[src/rtl/serial_word_tx_if.sv]
// Handshake bundle for serial_word_tx: parallel load request and word, plus the serial bit stream.
// The slave modport is the transmitter side. The master modport is the producer/consumer side.
interface serial_word_tx_if #(
    parameter int WIDTH = 16
);
    logic             st;
    logic [WIDTH-1:0] d;
    logic             srdy;
    logic             sout;
    logic             sval;
    logic             busy;
    logic             done;

    modport slave (
        input  st,
        input  d,
        input  srdy,
        output sout,
        output sval,
        output busy,
        output done
    );

    modport master (
        output st,
        output d,
        output srdy,
        input  sout,
        input  sval,
        input  busy,
        input  done
    );
endinterface

[src/rtl/serial_word_tx.sv]
// Parallel-load, MSB-first serial word transmitter with a valid/ready bit handshake and a done pulse.
// Defining SERIAL_WORD_TX_PARITY_EN appends one even-parity bit after the data bits.
module serial_word_tx #(
    parameter int WIDTH = 16
) (
    input  logic           cl,
    input  logic           rst_n,
    serial_word_tx_if.slave bus
);
    localparam int CW = $clog2(WIDTH);

    localparam logic [1:0] IDLE  = 2'd0;
    localparam logic [1:0] SHIFT = 2'd1;
`ifdef SERIAL_WORD_TX_PARITY_EN
    localparam logic [1:0] PAR   = 2'd2;
`endif
    localparam logic [1:0] DONE  = 2'd3;

    logic [1:0]       state_q, state_d;
    logic [WIDTH-1:0] shreg_q, shreg_d;
    logic [CW-1:0]    cnt_q, cnt_d;
    logic             sout_q, sout_d;
    logic             sval_q, sval_d;
    logic             busy_q, busy_d;
    logic             done_q, done_d;
`ifdef SERIAL_WORD_TX_PARITY_EN
    logic             par_q, par_d;
`endif

    // Outputs are computed for the next state so that every output comes straight from a flop.
    always_comb begin
        state_d = state_q;
        shreg_d = shreg_q;
        cnt_d   = cnt_q;
        sout_d  = sout_q;
        sval_d  = sval_q;
        busy_d  = busy_q;
        done_d  = 1'b0;
`ifdef SERIAL_WORD_TX_PARITY_EN
        par_d   = par_q;
`endif
        case (state_q)
            IDLE: begin
                if (bus.st) begin
                    state_d = SHIFT;
                    shreg_d = bus.d;
                    cnt_d   = CW'(WIDTH - 1);
                    sout_d  = bus.d[WIDTH-1];
                    sval_d  = 1'b1;
                    busy_d  = 1'b1;
`ifdef SERIAL_WORD_TX_PARITY_EN
                    par_d   = ^bus.d;
`endif
                end
            end
            SHIFT: begin
                if (bus.srdy) begin
                    shreg_d = shreg_q << 1;
                    cnt_d   = cnt_q - CW'(1);
                    sout_d  = shreg_q[WIDTH-2];
                    if (cnt_q == '0) begin
                        cnt_d   = '0;
`ifdef SERIAL_WORD_TX_PARITY_EN
                        state_d = PAR;
                        sout_d  = par_q;
`else
                        state_d = DONE;
                        sout_d  = 1'b0;
                        sval_d  = 1'b0;
                        done_d  = 1'b1;
`endif
                    end
                end
            end
`ifdef SERIAL_WORD_TX_PARITY_EN
            PAR: begin
                if (bus.srdy) begin
                    state_d = DONE;
                    sout_d  = 1'b0;
                    sval_d  = 1'b0;
                    done_d  = 1'b1;
                end
            end
`endif
            DONE: begin
                state_d = IDLE;
                sout_d  = 1'b0;
                sval_d  = 1'b0;
                busy_d  = 1'b0;
            end
            default: begin
                state_d = IDLE;
                shreg_d = '0;
                cnt_d   = '0;
                sout_d  = 1'b0;
                sval_d  = 1'b0;
                busy_d  = 1'b0;
            end
        endcase
    end

    // Reset discards any word in flight immediately, so no done pulse can follow an abort.
    always_ff @(posedge cl or negedge rst_n) begin
        if (!rst_n) begin
            state_q <= IDLE;
            shreg_q <= '0;
            cnt_q   <= '0;
            sout_q  <= 1'b0;
            sval_q  <= 1'b0;
            busy_q  <= 1'b0;
            done_q  <= 1'b0;
`ifdef SERIAL_WORD_TX_PARITY_EN
            par_q   <= 1'b0;
`endif
        end else begin
            state_q <= state_d;
            shreg_q <= shreg_d;
            cnt_q   <= cnt_d;
            sout_q  <= sout_d;
            sval_q  <= sval_d;
            busy_q  <= busy_d;
            done_q  <= done_d;
`ifdef SERIAL_WORD_TX_PARITY_EN
            par_q   <= par_d;
`endif
        end
    end

    assign bus.sout = sout_q;
    assign bus.sval = sval_q;
    assign bus.busy = busy_q;
    assign bus.done = done_q;
endmodule
[src/flat_wrapper.sv]
// flat-port wrapper written by rule: the top's interface ports become plain ports
module serial_word_tx_flat 
#(
    parameter int WIDTH = 16
)
  (cl, rst_n, bus_st, bus_d, bus_srdy, bus_sout, bus_sval, bus_busy, bus_done);
  serial_word_tx_if #(.WIDTH(WIDTH)) bus_i ();
  input  logic cl;
  input  logic rst_n;
  input wire logic [$bits(bus_i.st)-1:0] bus_st;
  input wire logic [$bits(bus_i.d)-1:0] bus_d;
  input wire logic [$bits(bus_i.srdy)-1:0] bus_srdy;
  output wire logic [$bits(bus_i.sout)-1:0] bus_sout;
  output wire logic [$bits(bus_i.sval)-1:0] bus_sval;
  output wire logic [$bits(bus_i.busy)-1:0] bus_busy;
  output wire logic [$bits(bus_i.done)-1:0] bus_done;
  assign bus_i.st = bus_st;
  assign bus_i.d = bus_d;
  assign bus_i.srdy = bus_srdy;
  assign bus_sout = bus_i.sout;
  assign bus_sval = bus_i.sval;
  assign bus_busy = bus_i.busy;
  assign bus_done = bus_i.done;
  serial_word_tx #(.WIDTH(WIDTH)) u_core (.cl(cl), .rst_n(rst_n), .bus(bus_i));
endmodule
[config.mk]
export PLATFORM = sky130hd
export DESIGN_NAME = serial_word_tx_flat
export DESIGN_NICKNAME = d
export VERILOG_FILES = /design/src/rtl/serial_word_tx_if.sv /design/src/rtl/serial_word_tx.sv /design/src/flat_wrapper.sv
export SDC_FILE = /design/constraint.sdc
export NUM_CORES = 1
export LEC_CHECK = 0
export BUFFER_PORTS_ARGS = -buffer_cell sky130_fd_sc_hd__clkbuf_2
export CAP_MARGIN = 20
export CORE_ASPECT_RATIO = 1.25
export CORE_MARGIN = 3
export CORE_UTILIZATION = 25
export CTS_CLUSTER_DIAMETER = 60
export DETAILED_ROUTE_END_ITERATION = 12
export GPL_TIMING_DRIVEN = 0
export PLACE_DENSITY = 0.46
export SYNTH_ARGS = -nofsm -noshare
export SYNTH_HDL_FRONTEND = slang
export SYNTH_SLANG_ARGS = --single-unit
[constraint.sdc]
create_clock -name cl -period 3.7 [get_ports cl]
set_clock_uncertainty 0.2 [all_clocks]
set_input_delay 0.37 -clock cl [delete_from_list [all_inputs] [get_ports cl]]
set_output_delay 0.37 -clock cl [all_outputs]
set_load 0.01 [all_outputs]
# After elaboration in Yosys (flattened, before gate mapping)
# Cells that the tools add are included.
[classes]
n_addsub = 1
reduce_logical = 6
n_eq_ne = 5
n_bitwise = 2
muxes = 23
[ops]
columns = ["cell", "count"]
rows = [
  ["one-hot mux 15 bit (3 select lines)", 1],
  ["two-way mux 15 bit", 2],
  ["two-way mux 4 bit", 3],
  ["one-hot mux 4 bit (3 select lines)", 1],
  ["two-way mux 1 bit", 9],
  ["two-way mux 2 bit", 3],
  ["one-hot mux 1 bit (2 select lines)", 3],
  ["AND reduction 3 bit", 2],
  ["logical NOT 4 bit", 1],
  ["!= test 2 bit, second input constant", 2],
  ["one-hot mux 2 bit (2 select lines)", 1],
  ["AND reduction 2 bit", 2],
  ["subtractor 4 x 1 -> 4 bit, second input constant", 1],
  ["== test 2 x 1 -> 1 bit, second input constant", 1],
  ["== test 2 bit, second input constant", 1],
  ["logical NOT 2 bit", 1],
  ["!= test 2 x 1 -> 1 bit, second input constant", 1],
  ["NOT 1 bit", 2],
]
[totals]
output_inout_bits = 4
input_bits = 20
wordCells = 44
regBits = 25

# Logic depth before layout (Yosys ltp)
# Gate-level depths: netlist of run 1.
[depth]
ltp_word = 4
mapped_depth = 6
mapped_depth_nobuf = 5

# Least setup slack after synthesis of run 1
# No wires, ideal clock.
[synth_path]
kind = "reg2reg"
startpoint = "reg u_core.cnt_q[1]"
endpoint = "reg u_core.cnt_q[0]"
t_required_ns = 3.368
path_slack_ns = 1.964
synth_period_minus_slack_ns = 1.736
path_stages_with_launch = 7
arrival_ns = 1.404
n_path_buf = 1
setup_ns = 0.132
path_cell_list = "dfrtp_1 -> inv_1 -> ha_1 -> or3b_1 -> buf_2 -> a41oi_1 -> o32ai_1"
[synth_via]
elab_chain_cells = 4
[synth_lines]
columns = ["element", "line_no", "text"]
rows = [
  ["from (decl)", "serial_word_tx.sv:21", "logic [CW-1:0] cnt_q, cnt_d;"],
  ["from (signal assigned)", "serial_word_tx.sv:118", "cnt_q <= cnt_d;"],
  ["logical NOT 4 bit", "serial_word_tx.sv:61", "if (cnt_q == '0) begin"],
  ["two-way mux 4 bit", "serial_word_tx.sv:61", ""],
  ["two-way mux 4 bit", "serial_word_tx.sv:57", "if (bus.srdy) begin"],
  ["one-hot mux 4 bit (3 select lines)", "serial_word_tx.sv:42", "case (state_q)"],
]
# Every way passes these cells. The select of a mux whose other input is x is not followed.
# A chain may end at the register's enable or synchronous reset.

# Worst setup path after layout of run 1
# Ends and elaborated chain as after synthesis.

==> results of run 1 <==
routing by layer:
metal / track usage, % / wire length [um] / vias to the layer above
met4: 4.103 / 31 / 0
met5: 0 / 0 / -
met3: 2.159 / 131 / 4
met1: 15.90 / 1597 / 547
li1: - / - / 531
met2: 21.13 / 1675 / 24
cells in the mapped netlist (2+ instances only):
cell and instances:
mux2i_1 14, o21ai_1 9, a221oi_2 2, o21ai_0 11, inv_1 5, nor2_1 5, nand2b_1 2, a21oi_1 2
buf_2 5, nor2b_1 2, buf_6 3, buf_4 2, a32oi_1 14, dfrtp_1 25, o21ba_2 2
worst register-to-register path, cell delays in order, from the launching register on:
cell     delay (ns)
dfrtp_1        0.44
inv_1          0.09
ha_1           0.18
or3b_1         0.34
buf_2          0.17
a41oi_1        0.21
o32ai_1        0.11
metrics by stage:
step           cell area (um^2)  util [%]  total power [mW]  setup slack [ns]
2_1_floorplan              1371         -            0.8532             1.964
3_3_place_gp               1559     30.05            0.9746             1.878
3_5_place_dp               1559     30.05            0.9900             1.856
4_1_cts                    1614     31.11             1.163             1.837
5_1_grt                    1614     31.11             1.266             1.732
6_report                   1614     31.11             1.146             1.834
power groups by stage:
stage / clock network (mW) / logic, mW / registers (mW)
after floorplan: 0 / 0.379 / 0.474
after global placement: 0 / 0.488 / 0.486
after detailed placement: 0 / 0.500 / 0.490
after CTS: 0.176 / 0.502 / 0.484
after global routing: 0.195 / 0.565 / 0.507
final: 0.169 / 0.493 / 0.483
layout by cell type, fill, tap and decap left out, types with 3 or more instances in the layout:
master    Yosys  routed
a32oi_1      14      14
o21ai_0      11      11
mux2i_1      14      14
dfrtp_1      25      25
clkbuf_2      0      22
buf_2         5       5
clkbuf_8      0       3
inv_1         5       5
nor2_1        5       5
buf_6         3       3
o21ai_1       9       9
what timing repair did:
| item | in CTS | in global routing |
|---|---|---|
| setup endpoints to repair | 0 | 0 |
| hold buffers | 1 | 0 |
| endpoints found under the hold margin | 25 | 0 |
final cells by class:
class / count / area share (%)
Buffer: 11 / 4.806
Multi-Input combinational cell: 83 / 40.00
Timing Repair Buffer: 23 / 7.442
Inverter: 6 / 1.395
Clock buffer: 4 / 2.791
Tap cell: 62 / 4.806
Sequential cell: 25 / 38.76
kinds of logic (layout without fill, tap and decap cells):
logic type / count (synthesis) / after routing / share of synthesized area [%]
multiplexers: 15 / 15 / 11.22
AO/OA/AOI/OAI: 47 / 47 / 25.37
AND/OR/NAND/NOR: 20 / 20 / 9.581
flip-flops: 25 / 25 / 45.62
buffers and inverters: 17 / 44 / 7.298
adder cells (fa/ha/maj): 1 / 1 / 0.9123
path summary, 6_finish.rpt:
path,endpoint,cells past startpoint
worst max-delay path,u_core.cnt_q[0],6
min in group asynchronous,u_core.shreg_q[3],2
worst min register to register,u_core.shreg_q[0],1
worst min-delay path,u_core.shreg_q[7],3
worst max register to register,u_core.cnt_q[0],6
max in group asynchronous,u_core.shreg_q[11],2
sequential cells by signal (all words and copies together), names as in the netlist:
name             count
u_core.bus.busy      1
u_core.cnt_q         4
u_core.bus.sout      1
u_core.state_q       2
u_core.bus.sval      1
u_core.bus.done      1
u_core.shreg_q      15
==> reports/summary.md, run 1 <==
The run finished with clean final reports. Registers are responsible for 42.2% of the overall power. The number of max-slew violations in the final report is 0.

For the combinational cell fraction of total power, the log shows 43.1%. After synthesis, the share of flip-flops with an asynchronous set or reset is 100.0%. The net switching power was 0.4342 mW; the static power due to leakage was 0.6732 nW. The arrival time at the worst endpoint was 1.82 ns; the count of different cell masters after synthesis was 37. Per report_power, the clock group accounts for 14.8% of the total.

The floorplan has 29 rows. CTS saw 25 sinks. The via density per instance is 5.168, and the non-filler instance count after layout is 214. Class of the most critical hold timing path: input pin to flip-flop. The critical path is of the flip-flop to flip-flop type.

The post-route netlist has 28.95% of its cells at a drive strength greater than 1. The initial antenna violation count is 0, and the sum of negative setup slack is 0 ns. The layout has 548 filler cells. In the post-synthesis netlist, the biggest area contributors are dfrtp_1 46%, mux2i_1 10%, a32oi_1 8.9%. The number of nets in the synthesized netlist is 146.

In the final design database the tool counted 174 nets. The final layout contains routed wiring with a total length of 3435 um. The tools report the worst setup slack for register-to-register paths as 1.83 ns. The logs give 0.7113 mW for the internal power of the cells and 0 for the number of buffers inserted by post-CTS setup repair.

Number of input and output port buffers inserted: 22. Entering global routing, the biggest net connects 26 pins. After synthesis, the largest area contributor takes up 45.62% of total cell area. The most common flop cell mapped by yosys is dfrtp_1. The cell area that synthesis handed to floorplanning was 1371 um^2. The area growth from synthesis to layout is 17.70%. Routability-driven placement finished with a final weighted congestion of 0.7985.

At the pin with the least slew margin, the transition time is 0.6606 ns. Counting I/O delays and the setup requirement, the final critical path takes 1.866 ns. The die outline width is 72.25 um. After the first detailed-routing iteration, the DRC count stood at 62.

Final-report setup violation count: 0. During synthesis, Yosys emitted a total of 0 warnings. The register area was 625.6 um^2; the count of state elements after synthesis was 25. The post-route clock period utilization is 50.44%, and the DRC violations left is 0.

The gate family responsible for the most delay along the worst path is flip-flops. The tools report the number of global-route vias before repair as 1207. The run gives 5189 um^2 as the core outline area.

For this design, the slowest cell found on the critical path is dfrtp_1. For this design the top-level I/O count stands at 24. The number of enable flip-flop cells after synthesis came out at 0.

TritonCTS created 3 clock buffers. Across the run, the number of max-cap violations was 0. The first global-routing pass estimated 6189 um of wire.

The tools report the beginning of the worst hold path as bus_d[7]. Headroom to the max-slew limit came out at 55.96%. In the final layout, the multi-input gates occupy 645.6 um^2.

Kind of end point of the critical path: a flip-flop. The cell at the root of the clock tree is clkbuf_8. The overall overflow remaining after global route was 0. The synthesized area per cell was 10.97 um^2; the cell count after synthesis was 125.

The post-detailed-placement half-perimeter wirelength is 2386 um. On the worst path, the slowest cell contributes a delay of 0.44 ns. The logs give 4 for the total iterations of the first detailed-routing run and 0 for the number of endpoints with negative hold slack in the final report. Data on the critical path is required at its endpoint by 3.65 ns. The die is 88.81 um tall. STA classifies the critical path startpoint as a flip-flop. TritonCTS built the clock tree.

Setup repair after global routing left no endpoint under its margin. Timing would allow up to 0.5359 GHz. The logs give 26.43% for the initial cell density of the core and 0.0002357 V for the maximum ir drop on the vdd rail.

After clock tree synthesis, the clock-pin slew on the worst setup and hold paths is 0.10 ns. The tightest hold path in the finished design has a slack of 0.1112 ns. Buffer and inverter count on the worst path: 2. The later pin in the worst-skew pair is clocked with a latency of 0.27 ns.

Once detail routing completed, the nets flagged for antenna violations numbered 0. The wire length per cell came out at 16.05 um. The critical path starts at u_core.cnt_q[1].

0 antenna diodes ended up in the layout. Power per cell area: 709.7 nW/um^2. Detailed routing inserted a total of 1106 vias.

Of all nets on the critical path, the largest fanout is 6. The H-tree depth reported by CTS came out at 1. For the total routing resource utilization after global routing, the log shows 12.44%. In this run the deepest clock path goes through 2 buffers.

The run gives 0 as the post-cts gate resize count. The startpoint identified for the worst register-to-register timing path is u_core.cnt_q[1]. In this run switching power makes up 37.90% of total power. After synthesis, flip-flops and latches occupy 45.62% of the total area. The signal on the critical path passes through inv_1 -> ha_1 -> or3b_1 -> buf_2 -> a41oi_1 -> o32ai_1. The tools report the count of placed standard cells including taps as 209. The cell taking the most area after synthesis was dfrtp_1.

Total die area: 6416 um^2.
Note: power is estimated with default switching activity, not from simulation.
==> run 2: changes to the inputs <==
--- a/config.mk
+++ b/config.mk
@@ -13,7 +13,7 @@
 export CTS_CLUSTER_DIAMETER = 60
 export DETAILED_ROUTE_END_ITERATION = 12
 export GPL_TIMING_DRIVEN = 0
-export PLACE_DENSITY = 0.46
+export PLACE_DENSITY = 0.47
 export SYNTH_ARGS = -nofsm -noshare
 export SYNTH_HDL_FRONTEND = slang
 export SYNTH_SLANG_ARGS = --single-unit
==> constraint.sdc (replaced) <==
create_clock -name cl -period 1.7 [get_ports cl]
set_clock_uncertainty 0.2 [all_clocks]
set_input_delay 0.17 -clock cl [delete_from_list [all_inputs] [get_ports cl]]
set_output_delay 0.17 -clock cl [all_outputs]
set_load 0.01 [all_outputs]
==> run 2 against run 1 <==
  * The flow now finishes with violations (setup timing)
  * Fmax grew 8.6%
  * Sequential share of layout area is 5.2 points lower
  * Register-to-register slack lost 1.9 ns
  * Combinational power grew to 2.7 times the previous value
  * Non-clock buffer count up 22
  * Critical path type unchanged
==> reports/summary.md, run 2 (synthesis results as in run 1) <==
The run gives 1.035 mW (was 0.4342 mW) as the net switching power. The tools report the weighted congestion reported at the end of routability-driven placement as 0.7329 (was 0.7985). For the worst setup slack after layout, the log shows -0.01850 ns (was 1.834 ns). The worst setup path startpoint is u_core.cnt_q[0] (was u_core.cnt_q[1]).

The run finished, with violations left. The wire length per cell is 15.15 um (was 16.05 um), and the maximum ir drop on the vdd rail is 0.0007514 V (was 0.0002357 V). The tools report the type of element launching the critical path as a flip-flop (unchanged). The tools report the final-report setup violation count as 1 (was 0). The worst hold margin is 0.02795 ns (was 0.1112 ns), and the H-tree depth reported by CTS is 1 (unchanged).

Reported max-cap violation count: 0 (unchanged). The register containing the most flip-flops in the final layout was u_core.shreg_q (unchanged). The fraction of power consumed by the clock network is 14.0% (was 14.8%). The static power due to leakage was 0.7791 nW (was 0.6732 nW).

The non-filler instance count after layout is 236 (was 214). The highest attainable clock frequency came out at 0.5819 GHz (was 0.5359 GHz). Setup repair after global routing could not meet its margin everywhere.

The initial antenna violation count was 0 (unchanged); the overall overflow remaining after global route was 0 (unchanged). Transition at the pin with the smallest max-transition slack: 0.6597 ns (was 0.6606 ns). The number of global-route vias before repair came out at 1240 (was 1207). The number of flip-flops under the largest register name is 15 (unchanged). The maximum fanout along the worst path is 6 (unchanged), and the number of rows in the core area is 29 (unchanged).

The count of placed standard cells including taps was 209 (unchanged). The tools report the cell at the root of the clock tree as clkbuf_8 (unchanged). The clock slew seen by the registers of the worst setup and hold paths works out to 0.10 ns (about the same). TritonCTS built the clock tree. Most common cell after layout, fill and taps aside: dfrtp_1 (unchanged).

The run gives 5189 um^2 (unchanged) as the core outline area. The sum of negative setup slack is -0.01850 ns (was 0 ns), and the post-route clock period utilization is 101.1% (was 50.44%). The tools report the number of I/O pins as 24 (unchanged). The fraction of power spent switching nets came out at 37.84% (was 37.90%). Class of the most critical hold timing path: input pin to flip-flop (unchanged). The remaining antenna violation count after routing is 0 (unchanged). The number of max-slew violations in the final report is 0 (unchanged). Post-detailed-placement half-perimeter wirelength: 2474 um (was 2386 um).

Number of instances on the worst hold path: 3 (unchanged). Worst flop-to-flop path startpoint: u_core.cnt_q[0] (was u_core.cnt_q[1]). The required time of the critical path was 1.66 ns (was 3.65 ns); the power per cell area was 1465 nW/um^2 (was 709.7 nW/um^2). For the global-route wire length before repair, the log shows 6065 um (was 6189 um). The vertical die dimension is 88.81 um (unchanged). The via density per instance is 5.064 (was 5.168), and the number of input and output port buffers inserted is 22 (unchanged).

Leading registers by flop count: u_core.shreg_q x15, u_core.cnt_q x4, u_core.state_q x2 (unchanged). The run gives 196 (was 174) as the layout net count. The total iterations of the first detailed-routing run was 4 (unchanged).

The total routing resource utilization after global routing was 12.20% (was 12.44%); the power share of the sequential group was 38.2% (was 42.2%). The final reports fail on setup timing. Worst setup slack for register-to-register paths: -0.02 ns (was 1.83 ns). The combinational cell fraction of total power was 47.8% (was 43.1%); the worst slew margin relative to its limit was 56.02% (was 55.96%). Die outline width: 72.25 um (unchanged). The run gives 3 (unchanged) as the number of buffers inserted during clock tree synthesis. The layout overhead on the synthesized area was 36.22% (was 17.70%); the aggregate routed wire length was 3576 um (was 3435 um).

Commonest non-fill, non-tap cells in the layout: 24 x dfrtp_1, 22 x clkbuf_2, 16 x dlygate4sd3_1 (was 25 x dfrtp_1, 22 x clkbuf_2, 14 x mux2i_1, 14 x a32oi_1, 11 x o21ai_0). The internal power of the cells is 1.701 mW (was 0.7113 mW). For the initial cell density of the core, the log shows 26.43% (unchanged).

The tools report the number of endpoints with negative hold slack in the final report as 0 (unchanged). Post-layout minimum cycle time: 1.718 ns (was 1.866 ns). The insertion delay to the later sink of the worst-skew pair was 0.27 ns (about the same); the antenna diode instance count was 0 (unchanged). Maximum clock path buffer count: 2 (unchanged). The run gives 0 (unchanged) as the DRC violations left.

The arrival time at the worst endpoint was 1.67 ns (was 1.82 ns); the count of clock tree sinks was 25 (unchanged). Sink of the worst hold path: u_core.state_q[0] (was u_core.shreg_q[7]). The beginning of the worst hold path is bus_st (was bus_d[7]).

Kind of end point of the critical path: a flip-flop (unchanged). The depth of the worst register-to-register path works out to 6 (unchanged). Count of routing violations after the opening detailed-route iteration: 38 (was 62).

The total number of vias was 1195 (was 1106). The endpoint of the worst register-to-register path is u_core.cnt_q[1] (was u_core.cnt_q[0]). The ratio of cells with drive above 1 in the final layout works out to 33.91% (was 28.95%). Category of the critical setup timing path: flip-flop to flip-flop (unchanged). For the total die area, the log shows 6416 um^2 (unchanged). The maximum number of pins on one net before global-route repair is 26 (unchanged).
-- run 2: cell count changes in the layout (fill, tap and decap cells not counted), sizes merged --
cell	change
inv	+1
clkbuf	-1
dlygate4sd3	+15
buf	+7
-- run 2: worst max-delay path, cell delays in order (launching register included) --
cell and delay, ns:
dfrtp_1 0.41, inv_2 0.09, ha_4 0.13, or3b_1 0.35
buf_6 0.15, a221oi_2 0.21, a221oi_1 0.07
-- run 2: area by class of cell --
cell class	instances	area [um^2]
Timing Repair Buffer	45	322.8
Multi-Input combinational cell	83	684.4
Inverter	6	22.52
Buffer	11	83.83
Sequential cell	25	626.9
Tap cell	62	77.57
Clock buffer	3	41.29
Clock inverter	1	8.758
Fill cell	539	3321
-- run 2: power groups by stage --
stage | Combinational, mW | Sequential (mW) | Clock (mW)
final | 1.31 | 1.05 | 0.383
after global routing | 1.45 | 1.08 | 0.429
after CTS | 1.28 | 1.04 | 0.400
after detailed placement | 1.13 | 1.07 | 0
after global placement | 1.08 | 1.06 | 0
after floorplan | 0.852 | 1.03 | 0
-- run 2: per-stage QoR --
step                instance area, um^2  util, %  setup WS [ns]  power, mW
floorplan                          1388        -       -0.01740      1.886
global placement                   1575    30.36       -0.09863      2.144
detailed placement                 1575    30.36        -0.1339      2.195
CTS                                1839    35.45       -0.01662      2.725
global route                       1868    36.00       -0.07367      2.958
finish                             1868    36.00       -0.01850      2.736
-- run 2: worst max path at each step --
stage                      endpoint  cells past startpoint
detailed placement  u_core.cnt_q[3]                      6
global route        u_core.cnt_q[1]                      6
global placement    u_core.cnt_q[3]                      6
finish              u_core.cnt_q[1]                      6
CTS                 u_core.cnt_q[1]                      6
floorplan           u_core.cnt_q[1]                      6
-- run 2: timing repair --
action | 4_1_cts | 5_1_grt
hold buffers | 16 | 0
setup buffers | 5 | 2
endpoints found under the hold margin | 40 | 0
setup endpoints to repair | 6 | 14
pin swaps | 0 | 4
resized for setup | 3 | 3
-- run 2: per-layer routing --
layer | part of all wire (%) | track usage, % | up-vias
met5 | 0 | 0 | -
met4 | 0.67 | 2.564 | 0
met3 | 4.5 | 2.727 | 2
met2 | 52 | 22.87 | 24
met1 | 42 | 14.02 | 591
li1 | - | - | 578
